[src/rtl/fetch_pkg.sv]
// rtl/fetch_pkg.sv - shared entry type, PC alignment constants and helper for the fetch stage
package fetch_pkg;

    // Queue entries are sized for the widest supported configuration (XLEN <= 64, ILEN <= 32).
    localparam int FETCH_XLEN_MAX = 64;
    localparam int FETCH_ILEN_MAX = 32;
    localparam int INSTR_BYTES    = 4;

    localparam logic [FETCH_XLEN_MAX-1:0] PC_ALIGN_MASK = ~64'(INSTR_BYTES - 1);

    typedef struct packed {
        logic [FETCH_XLEN_MAX-1:0] pc;
        logic [FETCH_ILEN_MAX-1:0] instr;
    } fetch_entry_t;

    function automatic logic [FETCH_XLEN_MAX-1:0] align_pc(input logic [FETCH_XLEN_MAX-1:0] pc);
        return pc & PC_ALIGN_MASK;
    endfunction

endpackage

[src/rtl/fetch_queue.sv]
// rtl/fetch_queue.sv - synchronous FIFO of fetch_entry_t with flush, count, full and empty
module fetch_queue
    import fetch_pkg::*;
#(
    parameter int DEPTH = 4
) (
    input  logic                     clk,
    input  logic                     rst,
    input  logic                     push,
    input  fetch_entry_t             push_data,
    input  logic                     pop,
    input  logic                     flush,
    output fetch_entry_t             head,
    output logic [$clog2(DEPTH):0]   count,
    output logic                     full,
    output logic                     empty
);
    localparam int AW = $clog2(DEPTH);

    fetch_entry_t   mem [DEPTH];
    logic [AW:0]    wr_ptr;
    logic [AW:0]    rd_ptr;
    logic           do_push;
    logic           do_pop;

    assign do_push = push && !flush && (!full || pop);
    assign do_pop  = pop && !flush && !empty;

    // Pointers carry one extra wrap bit so full and empty are distinguishable.
    always_ff @(posedge clk or posedge rst) begin
        if (rst) begin
            wr_ptr <= '0;
            rd_ptr <= '0;
        end else if (flush) begin
            wr_ptr <= '0;
            rd_ptr <= '0;
        end else begin
            if (do_push) wr_ptr <= wr_ptr + 1'b1;
            if (do_pop)  rd_ptr <= rd_ptr + 1'b1;
        end
    end

    always_ff @(posedge clk) begin
        if (do_push) mem[wr_ptr[AW-1:0]] <= push_data;
    end

    assign count = wr_ptr - rd_ptr;
    assign full  = (count == (AW+1)'(DEPTH));
    assign empty = (wr_ptr == rd_ptr);
    assign head  = mem[rd_ptr[AW-1:0]];

endmodule

[src/rtl/fetch_prefetch_unit.sv]
// rtl/fetch_prefetch_unit.sv - fetch PC, single-outstanding imem requests and prefetch queue to decode
// Optional perf_fetched/perf_stall counters exist only when FETCH_PERF_COUNTERS_EN is defined.
module fetch_prefetch_unit
    import fetch_pkg::*;
#(
    parameter int              XLEN     = 64,
    parameter int              ILEN     = 32,
    parameter int              DEPTH    = 4,
    parameter logic [XLEN-1:0] RESET_PC = '0
) (
    input  logic             clk,
    input  logic             rst,
    input  logic             redirect_valid,
    input  logic [XLEN-1:0]  redirect_pc,
    output logic             imem_req_valid,
    input  logic             imem_req_ready,
    output logic [XLEN-1:0]  imem_req_addr,
    input  logic             imem_rsp_valid,
    input  logic [ILEN-1:0]  imem_rsp_instr,
    output logic             dec_valid,
    input  logic             dec_ready,
    output logic [XLEN-1:0]  dec_pc,
    output logic [ILEN-1:0]  dec_instr
`ifdef FETCH_PERF_COUNTERS_EN
    ,
    output logic [31:0]      perf_fetched,
    output logic [31:0]      perf_stall
`endif
);
    localparam int CW = $clog2(DEPTH) + 1;

    logic [XLEN-1:0]           fetch_pc;
    logic [XLEN-1:0]           req_pc;
    logic                      outstanding;
    logic                      drop;
    logic                      accept;
    logic                      rsp_take;
    logic                      push;
    logic                      pop;
    logic                      q_full;
    logic                      q_empty;
    logic [CW-1:0]             q_count;
    fetch_entry_t              push_entry;
    fetch_entry_t              head;
    logic [FETCH_XLEN_MAX-1:0] redirect_target;

    assign redirect_target = align_pc(FETCH_XLEN_MAX'(redirect_pc));

    // Issue only when a queue slot is guaranteed for the response.
    assign imem_req_valid = !rst && !redirect_valid && !outstanding && (q_count < CW'(DEPTH));
    assign imem_req_addr  = fetch_pc;

    assign accept   = imem_req_valid && imem_req_ready;
    assign rsp_take = imem_rsp_valid && outstanding;
    assign push     = rsp_take && !drop && !redirect_valid && (!q_full || pop);
    assign pop      = dec_valid && dec_ready && !redirect_valid;

    always_comb begin
        push_entry       = '0;
        push_entry.pc    = FETCH_XLEN_MAX'(req_pc);
        push_entry.instr = FETCH_ILEN_MAX'(imem_rsp_instr);
    end

    always_ff @(posedge clk or posedge rst) begin
        if (rst) begin
            fetch_pc    <= RESET_PC;
            req_pc      <= '0;
            outstanding <= 1'b0;
            drop        <= 1'b0;
        end else begin
            if (rsp_take) outstanding <= 1'b0;
            if (accept) begin
                outstanding <= 1'b1;
                req_pc      <= fetch_pc;
                fetch_pc    <= fetch_pc + XLEN'(INSTR_BYTES);
            end
            // A response still in flight at redirect belongs to the old stream.
            if (redirect_valid) begin
                fetch_pc <= redirect_target[XLEN-1:0];
                drop     <= outstanding && !imem_rsp_valid;
            end else if (rsp_take) begin
                drop <= 1'b0;
            end
        end
    end

    fetch_queue #(
        .DEPTH (DEPTH)
    ) u_queue (
        .clk       (clk),
        .rst       (rst),
        .push      (push),
        .push_data (push_entry),
        .pop       (pop),
        .flush     (redirect_valid),
        .head      (head),
        .count     (q_count),
        .full      (q_full),
        .empty     (q_empty)
    );

    assign dec_valid = !q_empty;
    assign dec_pc    = q_empty ? '0 : head.pc[XLEN-1:0];
    assign dec_instr = q_empty ? '0 : head.instr[ILEN-1:0];

`ifdef FETCH_PERF_COUNTERS_EN
    always_ff @(posedge clk or posedge rst) begin
        if (rst) begin
            perf_fetched <= '0;
            perf_stall   <= '0;
        end else begin
            if (pop)                    perf_fetched <= perf_fetched + 32'd1;
            if (dec_valid && !dec_ready) perf_stall   <= perf_stall + 32'd1;
        end
    end
`endif

endmodule

[config.mk]
export PLATFORM = sky130hd
export DESIGN_NAME = fetch_prefetch_unit
export DESIGN_NICKNAME = d
export VERILOG_FILES = /design/src/rtl/fetch_pkg.sv /design/src/rtl/fetch_queue.sv /design/src/rtl/fetch_prefetch_unit.sv
export SDC_FILE = /design/constraint.sdc
export NUM_CORES = 1
export LEC_CHECK = 0
export CORE_ASPECT_RATIO = 0.5
export CORE_UTILIZATION = 60
export CTS_CLUSTER_DIAMETER = 30
export CTS_CLUSTER_SIZE = 16
export DETAILED_ROUTE_END_ITERATION = 7
export GPL_TIMING_DRIVEN = 0
export PLACE_DENSITY = 0.85
export SETUP_SLACK_MARGIN = 0.1
export SLEW_MARGIN = 20
export SYNTH_ARGS = -nofsm -noshare
export SYNTH_HDL_FRONTEND = slang
export SYNTH_SLANG_ARGS = --single-unit
[constraint.sdc]
create_clock -name clk -period 16.3 [get_ports clk]
set_clock_uncertainty 0.15 [all_clocks]
set_input_delay 1.63 -clock clk [delete_from_list [all_inputs] [get_ports clk]]
set_output_delay 1.63 -clock clk [all_outputs]
set_load 0.05 [all_outputs]
==> flow_metrics.tcl <==
set metrics [dict create \
    status "finished clean" \
    async_flop_share 0.2598 \
    tightestPinTransition_ps 970.6 \
    period_needed_ps 7308 \
    power_density_nw_per_um2 121.4 \
    dp.cells 2095 \
    critical_path_arrival_ps 5530 \
    numCtsBuffers 49 \
    antenna_found_initial 1 \
    ys.flop_type "edfxtp_1" \
    drv_slew 0 \
    top_usage_layer "met2" \
    port_buffers 257 \
    vias_per_cell 6.291 \
    path_delay_family "buffers and inverters" \
    pwr-share-comb 0.112 \
    finalCoreUtilization 0.7736 \
    hold_violations 0 \
    start_util 0.6186 \
    groute.usage.overall 0.3275 \
    drt_first_iter_violations 1646 \
    crit_chain "clkbuf_1 -> clkbuf_1 -> buf_1 -> inv_1 -> ha_1 -> nand3_1 -> clkbuf_1 -> clkbuf_1 -> and2_1 -> clkdlybuf4s50_1" \
    syn_avg_cell_area_um2 15.39 \
    cts-root-buf "clkbuf_16" \
    grt_pass1_vias 13930 \
    slew_headroom 0.3362 \
    die_h_um 133.6 \
    fillers 1800 \
    dieArea_um2 35410 \
    synth_top_cell_area_share 0.5436 \
    drc 0 \
    syn_to_final_growth_pct 25.06 \
    ys_seq_area_frac 0.7026 \
    p_sw_frac 0.2689 \
    synth_area_leaders "edfxtp_1 54%, dfrtp_1 16%, mux4_2 10%" \
    cts_tree "yes" \
    clk_pin_slew_ps 70 \
    cts_setup_buffers 0 \
    cap_violations 0 \
    hold_slack_ps 364.3 \
    setup_viol 0 \
    place.gp.congestion 0.9532 \
    multi_input_area_um2 5847 \
    fin_cells 2188 \
    layout_common_cells "376 x edfxtp_1, 257 x nand2_1, 257 x clkdlybuf4s50_1, 132 x dfrtp_1, 99 x and2_1" \
    grt_first_pass_wirelength_um 85430 \
    hpwlAfterDp_um 37300 \
    rsz0062_at_grt "no" \
    path_max_fanout 10 \
    p_seq_frac 0.505 \
    layout.area.seq_um2 14590 \
    vias 13760 \
    grt_overflow_total 0 \
    critPathBufInv 7 \
    cts.htree.levels 2 \
    criticalPathCategory "reg2out" \
    gr-usage-met3 0.05860 \
    pwr-share-clk 0.382 \
    final_area_um2 25980 \
    grt_max_degree 94 \
    dr.pass1.iters 7 \
    max_freq_ghz 0.1368 \
    dpl-instance-area_um2 24240 \
    final_nets 1791 \
    cts_hold_buf 0 \
    p_switching_mw 0.8478 \
    antenna_left 0 \
    power.leakage_nw 9.214 \
    synthCells 1350 \
    min_period_over_period 0.4483 \
    syn-cell-area_um2 20770 \
    critPathLaunchType "flop" \
    yosys_warnings 0 \
    clkSinkCount 508 \
    required_ps 14520 \
    slowest_delay_ps 810 \
    mostFrequentLayoutCell "edfxtp_1" \
    ys_ff_latch 508 \
    crit_path_top_delay_cell "clkdlybuf4s50_1" \
    yosysUniqueCellTypes 57 \
    drive_above_1_share 0.1405 \
    end_kind "output pin" \
    internal-power_mw 2.305 \
    hold_path.class "reg2reg" \
    wl_per_cell_um 26.07 \
    wl_um 57030 \
    clockBufferDepth 3 \
    io_pins 264 \
    synth_top_cell_by_area "edfxtp_1" \
    fp.dieW_um 265.1 \
    clk_latency_ps 590 \
    coreArea_um2 33580 \
    use_met2 0.5338 \
    grtUsageMet1 0.4474 \
    rows 47 \
    ir_drop_mv 0.09218 \
    cts_resized 0 \
    crit_path_frequent_cell "clkbuf_1" \
    synth_edf_count 376 \
]
[kinds of logic after synthesis]
| group | synth area share |
|---|---|
| and+or+nand+nor | 0.1240 |
| xor gates and xnor gates | 0.01602 |
| buffers and inverters | 0.01705 |
| adders and majority gates | 0.004819 |
| other | 0.0001805 |
| AOI/OAI and AO/OA | 0.03024 |
| DFF | 0.7026 |
| muxes | 0.1051 |
[cell type report]
cell class | instances | area share
Buffer | 73 | 0.01180
Clock buffer | 64 | 0.05428
Clock inverter | 28 | 0.01257
Tap cell | 465 | 0.02240
Timing Repair Buffer | 277 | 0.1098
Multi-Input combinational cell | 759 | 0.2251
Sequential cell | 508 | 0.5618
Inverter | 13 | 0.002168
Antenna cell | 1 | 0.00009633
[power groups by stage]
stage,logic [mW],registers (mW),clock network (mW)
CTS,0.354,1.59,1.21
global route,0.373,1.60,1.26
floorplan,0.166,1.63,0
detailed placement,0.347,1.61,0
finish,0.354,1.59,1.21
global placement,0.336,1.60,0
[synth_stat cells, types with 4 or more instances]
cell type,n
and3_1,11
buf_4,4
xnor2_1,19
mux2_2,5
ha_1,8
o311ai_0,10
or4_1,5
xor2_1,19
nand3_1,33
and4_1,8
o21ai_0,40
dfrtp_1,132
buf_2,12
clkbuf_1,47
or3_1,4
edfxtp_1,376
and2_1,102
buf_1,9
nor2_1,25
mux4_2,94
inv_1,13
nand4_1,34
o211ai_1,14
nor3_1,15
nand2_1,257
[sequential cells by signal, summed over array words and instances (netlist names)]
signal,flops
drop,1
imem_req_addr,62
u_queue.rd_ptr,3
u_queue.mem,376
u_queue.wr_ptr,3
req_pc,62
outstanding,1
[routing by layer]
layer	vias to the layer above	share of wire	wire length, µm
met2	857	0.50	28490
met1	7015	0.38	21490
met3	157	0.086	4899
li1	5735	-	-
met4	0	0.038	2154
met5	-	0	0
[metrics by stage]
stage	total power [mW]	TNS, ps	worst slack (ps)
2_1_floorplan	1.797	0	6328
3_3_place_gp	1.937	-9494	-125.8
3_5_place_dp	1.961	0	9683
4_1_cts	3.153	0	8991
5_1_grt	3.233	0	8684
6_report	3.153	0	8992
[worst paths after layout]
kind	start	endpoint	slack (ps)	cells past startpoint
min	req_pc[18]$_DFFE_PP0P_	u_queue.mem[2][50]$_DFFE_PP_	360	0
max	u_queue.rd_ptr[1]$_DFFE_PP0P_	dec_instr[4]	8990	10
min in group asynchronous	rst	imem_req_addr[7]$_DFFE_PP0P_	1360	2
max reg2reg	u_queue.rd_ptr[1]$_DFFE_PP0P_	u_queue.mem[3][53]$_DFFE_PP_	10260	15
min reg2reg	req_pc[18]$_DFFE_PP0P_	u_queue.mem[2][50]$_DFFE_PP_	360	0
max in group asynchronous	rst	imem_req_addr[17]$_DFFE_PP0P_	13790	3
No activity file was read; power rests on OpenSTA's default activity.
